[config.mk]
export PLATFORM = sky130hd
export DESIGN_NAME = light_sel_sequencer
export DESIGN_NICKNAME = d
export VERILOG_FILES = /design/src/rtl/light_pkg.sv /design/src/rtl/rise_detect.sv /design/src/rtl/light_sel_sequencer.sv
export SDC_FILE = /design/constraint.sdc
export NUM_CORES = 1
export LEC_CHECK = 0
export CORE_MARGIN = 8
export CORE_UTILIZATION = 60
export CTS_CLUSTER_DIAMETER = 80
export DETAILED_ROUTE_END_ITERATION = 7
export PLACE_DENSITY = 0.84
export SLEW_MARGIN = 30
export SYNTH_ARGS = -nofsm -noshare
export SYNTH_HDL_FRONTEND = slang
export SYNTH_HIERARCHICAL = 1
export SYNTH_SLANG_ARGS = --single-unit
[constraint.sdc]
create_clock -name clk -period 5.45 [get_ports clk]
set_input_delay 1.635 -clock clk [delete_from_list [all_inputs] [get_ports clk]]
set_output_delay 1.635 -clock clk [all_outputs]
set_load 0.05 [all_outputs]
[src/rtl/light_pkg.sv]
// Shared types and constants for the light manager's pattern-select stage.
// Pure declarations; no timing or flow-control implications.
package light_pkg;

  localparam int SEL_W = 6;
  localparam logic [SEL_W-1:0] SEL_MAX = 6'd63;

  typedef enum logic {
    IDLE = 1'b0,
    RUN  = 1'b1
  } state_t;

  // Returns {wrapped, next_sel} for one modulo-64 advance in the given direction.
  function automatic logic [SEL_W:0] sel_step(input logic [SEL_W-1:0] cur, input logic up);
    logic [SEL_W-1:0] nxt;
    logic             wrapped;
    if (up) begin
      nxt     = cur + SEL_W'(1);
      wrapped = (cur == SEL_MAX);
    end else begin
      nxt     = cur - SEL_W'(1);
      wrapped = (cur == '0);
    end
    return {wrapped, nxt};
  endfunction

endpackage

[src/rtl/rise_detect.sv]
// Rising-edge detector for a synchronous level; pulse is combinational from d vs. last sample.
// Zero-cycle latency, no backpressure; no edge is reported on the first cycle after reset.
module rise_detect (
  input  logic clk,
  input  logic rst_n,
  input  logic d,
  output logic rise
);

  logic d_q;
  logic armed;

  // armed masks the first post-reset sample so a level held through reset is not an edge.
  always_ff @(posedge clk or negedge rst_n) begin
    if (!rst_n) begin
      d_q   <= 1'b0;
      armed <= 1'b0;
    end else begin
      d_q   <= d;
      armed <= 1'b1;
    end
  end

  assign rise = armed & d & ~d_q;

endmodule

[src/rtl/light_sel_sequencer.sv]
// Steps the 6-bit light pattern index at a programmable rate with run/stop, step, direction and load.
// sel/adv/wrap are registered together; no backpressure, load always overrides advances.
module light_sel_sequencer #(
  parameter int TICK_DIV = 25000000,
  parameter int SEL_W    = 6
) (
  input  logic             clk,
  input  logic             rst_n,
  input  logic             start,
  input  logic             stop,
  input  logic             step,
  input  logic             dir,
  input  logic             load,
  input  logic [SEL_W-1:0] load_val,
  output logic [SEL_W-1:0] sel,
  output logic             running,
  output logic             adv,
  output logic             wrap
);
  import light_pkg::*;

  localparam int PW = ($clog2(TICK_DIV) < 1) ? 1 : $clog2(TICK_DIV);
  localparam logic [PW-1:0] PRESC_LAST = PW'(TICK_DIV - 1);

  state_t           state;
  state_t           state_nxt;
  logic [PW-1:0]    presc;
  logic [PW-1:0]    presc_nxt;
  logic [SEL_W-1:0] sel_nxt;
  logic [SEL_W-1:0] sel_adv;
  logic             adv_nxt;
  logic             wrap_nxt;
  logic             wrap_c;
  logic             start_rise;
  logic             stop_rise;
  logic             step_rise;
  logic             tick;
  logic             step_adv;
  logic             advance;

  rise_detect u_start_rise (.clk(clk), .rst_n(rst_n), .d(start), .rise(start_rise));
  rise_detect u_stop_rise  (.clk(clk), .rst_n(rst_n), .d(stop),  .rise(stop_rise));
  rise_detect u_step_rise  (.clk(clk), .rst_n(rst_n), .d(step),  .rise(step_rise));

  always_ff @(posedge clk or negedge rst_n) begin
    if (!rst_n) begin
      state <= IDLE;
    end else begin
      state <= state_nxt;
    end
  end

  always_comb begin
    state_nxt = state;
    presc_nxt = '0;
    sel_nxt   = sel;
    adv_nxt   = 1'b0;
    wrap_nxt  = 1'b0;

    // Stop dominates start; start in RUN and stop in IDLE fall through as no-ops.
    if (stop_rise) begin
      state_nxt = IDLE;
    end else if (start_rise) begin
      state_nxt = RUN;
    end

    // A stop edge on the terminal count freezes sel rather than taking one last step.
    tick     = (state == RUN) && (presc == PRESC_LAST) && !stop_rise;
    step_adv = (state == IDLE) && step_rise;
    advance  = (tick || step_adv) && !load;

    {wrap_c, sel_adv} = sel_step(sel, dir);

    if (!load && state == RUN && state_nxt == RUN && presc != PRESC_LAST) begin
      presc_nxt = presc + PW'(1);
    end

    if (load) begin
      sel_nxt = load_val;
    end else if (advance) begin
      sel_nxt  = sel_adv;
      adv_nxt  = 1'b1;
      wrap_nxt = wrap_c;
    end
  end

  always_ff @(posedge clk or negedge rst_n) begin
    if (!rst_n) begin
      presc <= '0;
      sel   <= '0;
      adv   <= 1'b0;
      wrap  <= 1'b0;
    end else begin
      presc <= presc_nxt;
      sel   <= sel_nxt;
      adv   <= adv_nxt;
      wrap  <= wrap_nxt;
    end
  end

  assign running = (state == RUN);

endmodule

==> results.cfg, run 1 <==
[setup_path]
timing.setup.critical_path_class = in2reg
startpoint_type = input port
worst_ep_required_time_ps = 5710
crit_chain = clkdlybuf4s50_1 > and3b_1 > nand2b_1 > or2_2 > o31ai_4 > mux2_4 > mux2_1
cp.arrival_ps = 3770
cp_num_buf_inv = 1
cp_top_family = simple AND/OR/NAND/NOR gates
startpoint = stop
cp_max_fo = 8
crit_path_end_kind = register
slowest_delay_ps = 430
r2r_start = presc[0]$_DFF_PN0_
cp_slowest_cell = clkdlybuf4s50_1

[placed_design]
place_congestion = 0.840
place_inst = 267
port_buffers = 21
place_hpwl_um = 2820
place_area_um2 = 2290

[routing]
dr.first_iter.drc_count = 72
num_vias = 1481
drc = 0
vias_per_cell = 5.39
wl_um = 3810
wl_per_cell_um = 13.9
antenna_left = 0
drt-pass1-iter-count = 4

[pwr]
peakVddDrop_v = 0.000191
p_per_area_nw_per_um2 = 259
leakage_nw = 0.963

[worst_hold_path]
min_path_type = reg2reg
min_from = presc[0]$_DFF_PN0_

[clocking]
cts_tree = yes
cts_buffer_depth = 2
clock-root-buffer = clkbuf_4
clk_latency_ps = 360
post-cts-setup-buffers = 0
h-tree-depth = 2
cts_sinks = 40
numCtsBuffers = 5
holdBufCountCts = 0
clk_pin_slew_ps = 120
post_cts_resized = 0

[sta]
setup_viol = 0
timing.slew.headroom_pct = 44.6
finClkSkew_ps = 16.2
finalSetupTns_ps = 0
rsz0062_at_grt = no
timing_hold_violations_final = 0
min_period_over_period_pct = 64.5
min_period_ps = 3520
max_freq_mhz = 284
drv_slew = 0
tightestPinTransition_ps = 830

[final_layout]
nNetsFinal = 247
drive_gt1_share_pct = 5.68
area_growth_syn_to_layout_pct = 15.8
multi_input_area_um2 = 1020
design_area_um2 = 2370
final_cells = 275
mostFrequentLayoutCell = dfrtp_1
fin_util_pct = 71.7
fill_cells = 257
num_antenna_cells = 0
regArea_um2 = 1000
layout_common_cells = dfrtp_1 (40), nor2_1 (36), clkdlybuf4s50_1 (20), xnor2_1 (17), nand2_1 (12)

[flow_run]
drv_cap = 0

[outcome]
status = finished clean

[die]
rows = 21
die_h_um = 74.4
ios = 22
die_w_um = 74.4
core_area_um2 = 3310
start_util_pct = 61.9
dieArea_um2 = 5540

[yosys]
synth_area_leaders = dfrtp_1 (49%), xnor2_1 (7.3%), nor2_1 (6.6%)
yosys.area.top_type_share_pct = 48.8
synth.distinct_cells = 41
ys_seq_elements = 40
synthCells = 204
yosysSeqAreaShare_pct = 48.8
netlist_area_um2 = 2050
avgSynthCellArea_um2 = 10.0
synth_top_area_cell = dfrtp_1
yosys_warnings = 6
syn_nets = 223

[global_route]
grt_pass1_wl_um = 6440
grt_pass1_vias = 1522
global_route.usage.total_pct = 15.2
grt_overflow = 0
antenna_found_initial = 0
grt_max_degree = 41
==> cell families (layout without fill, tap and decap cells) <==
logic type	after synthesis	after routing	share of synthesized area (%)
and+or+nand+nor	98	98	24.7
DFF	40	40	48.8
xor gates and xnor gates	26	26	11.1
AOI/OAI and AO/OA	18	18	6.47
buffers and inverters	8	33	1.59
adders and majority gates	6	6	4.03
muxes	5	5	2.75
other	3	3	0.549
==> synth_stat cells (all sizes together) <==
cell,n
o21a,1
nand2,12
and3,1
or3,1
a211oi,2
fa,1
o211a,1
mux2i,3
a311oi,1
o22ai,1
nand4,6
a32oi,1
or4,1
clkbuf,2
conb,3
o31ai,1
ha,5
nand3,9
nand2b,5
nor2b,2
inv,4
dfrtp,40
and2b,1
o21ai,5
mux2,2
buf,2
xor2,9
nor3,4
or2,2
and2,2
and3b,3
a21oi,3
nor2,36
nor4bb,1
and4,5
xnor2,17
a21o,2
nor4,7
==> through the flow <==
| stage | hold WS, ps | setup WS, ps | power (W) |
|---|---|---|---|
| floorplan | 475 | 2110 | 0.000392 |
| global placement | 500 | 1620 | 0.000428 |
| detailed placement | 510 | 1540 | 0.000432 |
| CTS | 526 | 1930 | 0.000619 |
| global route | 543 | 1820 | 0.000642 |
| finish | 520 | 1930 | 0.000614 |
==> path summary, 6_finish.rpt <==
path | end | slack, ps | cells after the start
worst min-delay path | presc[0]$_DFF_PN0_ | 520 | 1
max in group asynchronous | sel[0]$_DFFE_PN0P_ | 3880 | 1
worst max register to register | sel[3]$_DFFE_PN0P_ | 3100 | 6
worst max-delay path | sel[3]$_DFFE_PN0P_ | 1930 | 7
worst min register to register | presc[0]$_DFF_PN0_ | 520 | 1
min in group asynchronous | presc[24]$_DFF_PN0_ | 1230 | 1
==> worst register-to-register path, cell delays in order, from the launching register on <==
cell and delay [ps]:
dfrtp_1 420, ha_1 230, and4_4 280, nand4_1 200, o31ai_4 520, mux2_4 340, mux2_1 270
==> cell type report <==
cell class,count,share of cell area (%)
multi-input combinational,156,42.8
tap,46,2.42
inverter,4,0.633
timing repair buffer,21,8.75
clock buffer,6,1.74
clock inverter,2,1.48
sequential,40,42.2
==> per-layer routing <==
metal | wire length (um) | track usage [%] | vias to the layer above
li1 | - | - | 747
met1 | 1690 | 17.8 | 704
met2 | 1860 | 25.2 | 25
met3 | 207 | 4.85 | 5
met4 | 55 | 6.09 | 0
met5 | 0 | 0 | -
==> sequential cells by signal (all words and copies together) (netlist names) <==
name	flops
adv	1
u_start_rise/d_q	1
u_start_rise/armed	1
u_stop_rise/d_q	1
u_stop_rise/armed	1
presc	25
sel	6
wrap	1
running	1
u_step_rise/d_q	1
u_step_rise/armed	1
==> report_power, final <==
| group | total (W) | internal (W) | switching [W] |
|---|---|---|---|
| Clock | 0.000189 | 0.0000962 | 0.0000929 |
| Sequential | 0.000317 | 0.000306 | 0.0000110 |
| Combinational | 0.000107 | 0.0000434 | 0.0000640 |
| Total | 0.000614 | 0.000446 | 0.000168 |
Power figures use the tool's default switching activity.
==> run 2, diff against run 1 <==
--- a/config.mk
+++ b/config.mk
@@ -6,10 +6,10 @@
 export NUM_CORES = 1
 export LEC_CHECK = 0
 export CORE_MARGIN = 8
-export CORE_UTILIZATION = 60
+export CORE_UTILIZATION = 56
 export CTS_CLUSTER_DIAMETER = 80
 export DETAILED_ROUTE_END_ITERATION = 7
-export PLACE_DENSITY = 0.84
+export PLACE_DENSITY = 0.79
 export SLEW_MARGIN = 30
 export SYNTH_ARGS = -nofsm -noshare
 export SYNTH_HDL_FRONTEND = slang
==> constraint.sdc (replaced) <==
create_clock -name clk -period 3.43 [get_ports clk]
set_input_delay 1.029 -clock clk [delete_from_list [all_inputs] [get_ports clk]]
set_output_delay 1.029 -clock clk [all_outputs]
set_load 0.05 [all_outputs]
==> results.cfg, run 2 (synthesis results as in run 1) <==
[outcome]
status = finished clean

[routing]
antenna_left = 0
wl_um = 4190
wl_per_cell_um = 15.0
num_vias = 1531
dr.first_iter.drc_count = 98
drt-pass1-iter-count = 4
drc = 0
vias_per_cell = 5.49

[sta]
finalSetupTns_ps = 0
min_period_ps = 2870
timing.slew.headroom_pct = 41.2
whs_ps = 522
setup_viol = 0
rsz0062_at_grt = no
timing_hold_violations_final = 0
max_freq_mhz = 349
min_period_over_period_pct = 83.6
finClkSkew_ps = 21.8
tightestPinTransition_ps = 882
drv_slew = 0

[global_route]
grt_overflow = 0
grt_pass1_vias = 1583
antenna_found_initial = 0
global_route.usage.total_pct = 15.0
grt_max_degree = 41
grt_pass1_wl_um = 7290

[final_layout]
fin_util_pct = 68.3
nNetsFinal = 249
num_antenna_cells = 0
fill_cells = 290
area_growth_syn_to_layout_pct = 19.2
design_area_um2 = 2440
layout_common_cells = dfrtp_1 (40), nor2_1 (36), clkdlybuf4s50_1 (20), xnor2_1 (17), nand2_1 (12)
largest_register = presc
largest_reg_flops = 25
drive_gt1_share_pct = 6.93
mostFrequentLayoutCell = dfrtp_1
reg_top3 = presc x25, sel x6
regArea_um2 = 1000
multi_input_area_um2 = 1020

[die]
dieArea_um2 = 5850
start_util_pct = 57.3
die_h_um = 76.5
die_w_um = 76.5
core_area_um2 = 3580
rows = 22
ios = 22

[pwr]
leakage_nw = 0.997
power.total_w = 0.00114
p_per_area_nw_per_um2 = 465
peakVddDrop_v = 0.000343

[clocking]
holdBufCountCts = 0
post-cts-setup-buffers = 0
clock-root-buffer = clkbuf_4
clk_pin_slew_ps = 130
cts_tree = yes
post_cts_resized = 0
clk_latency_ps = 360
numCtsBuffers = 5
h-tree-depth = 2
cts_buffer_depth = 2
cts_sinks = 40

[flow_run]
drv_cap = 0

[setup_path]
rrSetupSlack_ps = 1150
startpoint_type = input port
timing.setup.critical_path_class = in2reg
worst_ep_required_time_ps = 3700
cp_max_fo = 6
cp.arrival_ps = 3130
crit_path_end_kind = register

[placed_design]
place_area_um2 = 2310
port_buffers = 21
place_hpwl_um = 2810
place_congestion = 0.831

[worst_hold_path]
min_path_type = reg2reg
run 2: changes by cell type in the layout (fill, tap and decap cells not counted), sizes merged:
cell    delta
bufinv     +2
clkinv     -1
clkbuf     -1
buf        +2
run 2: area by class of cell:
class | instances | share of cell area [%]
Tap cell | 48 | 2.46
Inverter | 4 | 0.615
Sequential cell | 40 | 41.0
Clock inverter | 3 | 3.69
Multi-Input combinational cell | 156 | 41.6
Timing Repair Buffer | 23 | 9.12
Clock buffer | 5 | 1.54
run 2: final timing paths:
check                                   startpoint             endpoint  cells after the start
min in group asynchronous                    rst_n   sel[3]$_DFFE_PN0P_                      1
max in group asynchronous                    rst_n  presc[14]$_DFF_PN0_                      1
worst min register to register  presc[0]$_DFF_PN0_   presc[0]$_DFF_PN0_                      1
worst max-delay path                           dir   sel[5]$_DFFE_PN0P_                      8
worst min-delay path            presc[0]$_DFF_PN0_   presc[0]$_DFF_PN0_                      1
worst max register to register  presc[0]$_DFF_PN0_  presc[12]$_DFF_PN0_                      6
run 2: worst max-delay path, stage by stage:
cell             delay (ps)
clkdlybuf4s50_1         570
inv_1                   180
ha_1                    350
a211oi_1                280
nor2_1                  120
a311oi_1                360
a21oi_1                 110
nand2b_1                140
run 2: where the power goes:
group	internal, W	leakage, nW	total, W	switching (W)
clock	0.000300	0.0654	0.000457	0.000157
sequential	0.000487	0.531	0.000505	0.0000183
combinational	0.0000701	0.401	0.000174	0.000104
total	0.000857	0.997	0.00114	0.000279
run 2: stage by stage:
step | instances | setup WS [ps]
6_report | 279 | 562
5_1_grt | 279 | 429
4_1_cts | 279 | 578
3_5_place_dp | 271 | 175
3_3_place_gp | 271 | 264
2_1_floorplan | 204 | 691
run 2: per-layer routing:
layer	GRT usage [%]	vias up	share of wire [%]
met5	0	-	0
met4	6.15	0	1.8
met3	4.48	7	4.0
met2	24.0	31	48
met1	18.4	739	46
li1	-	754	-
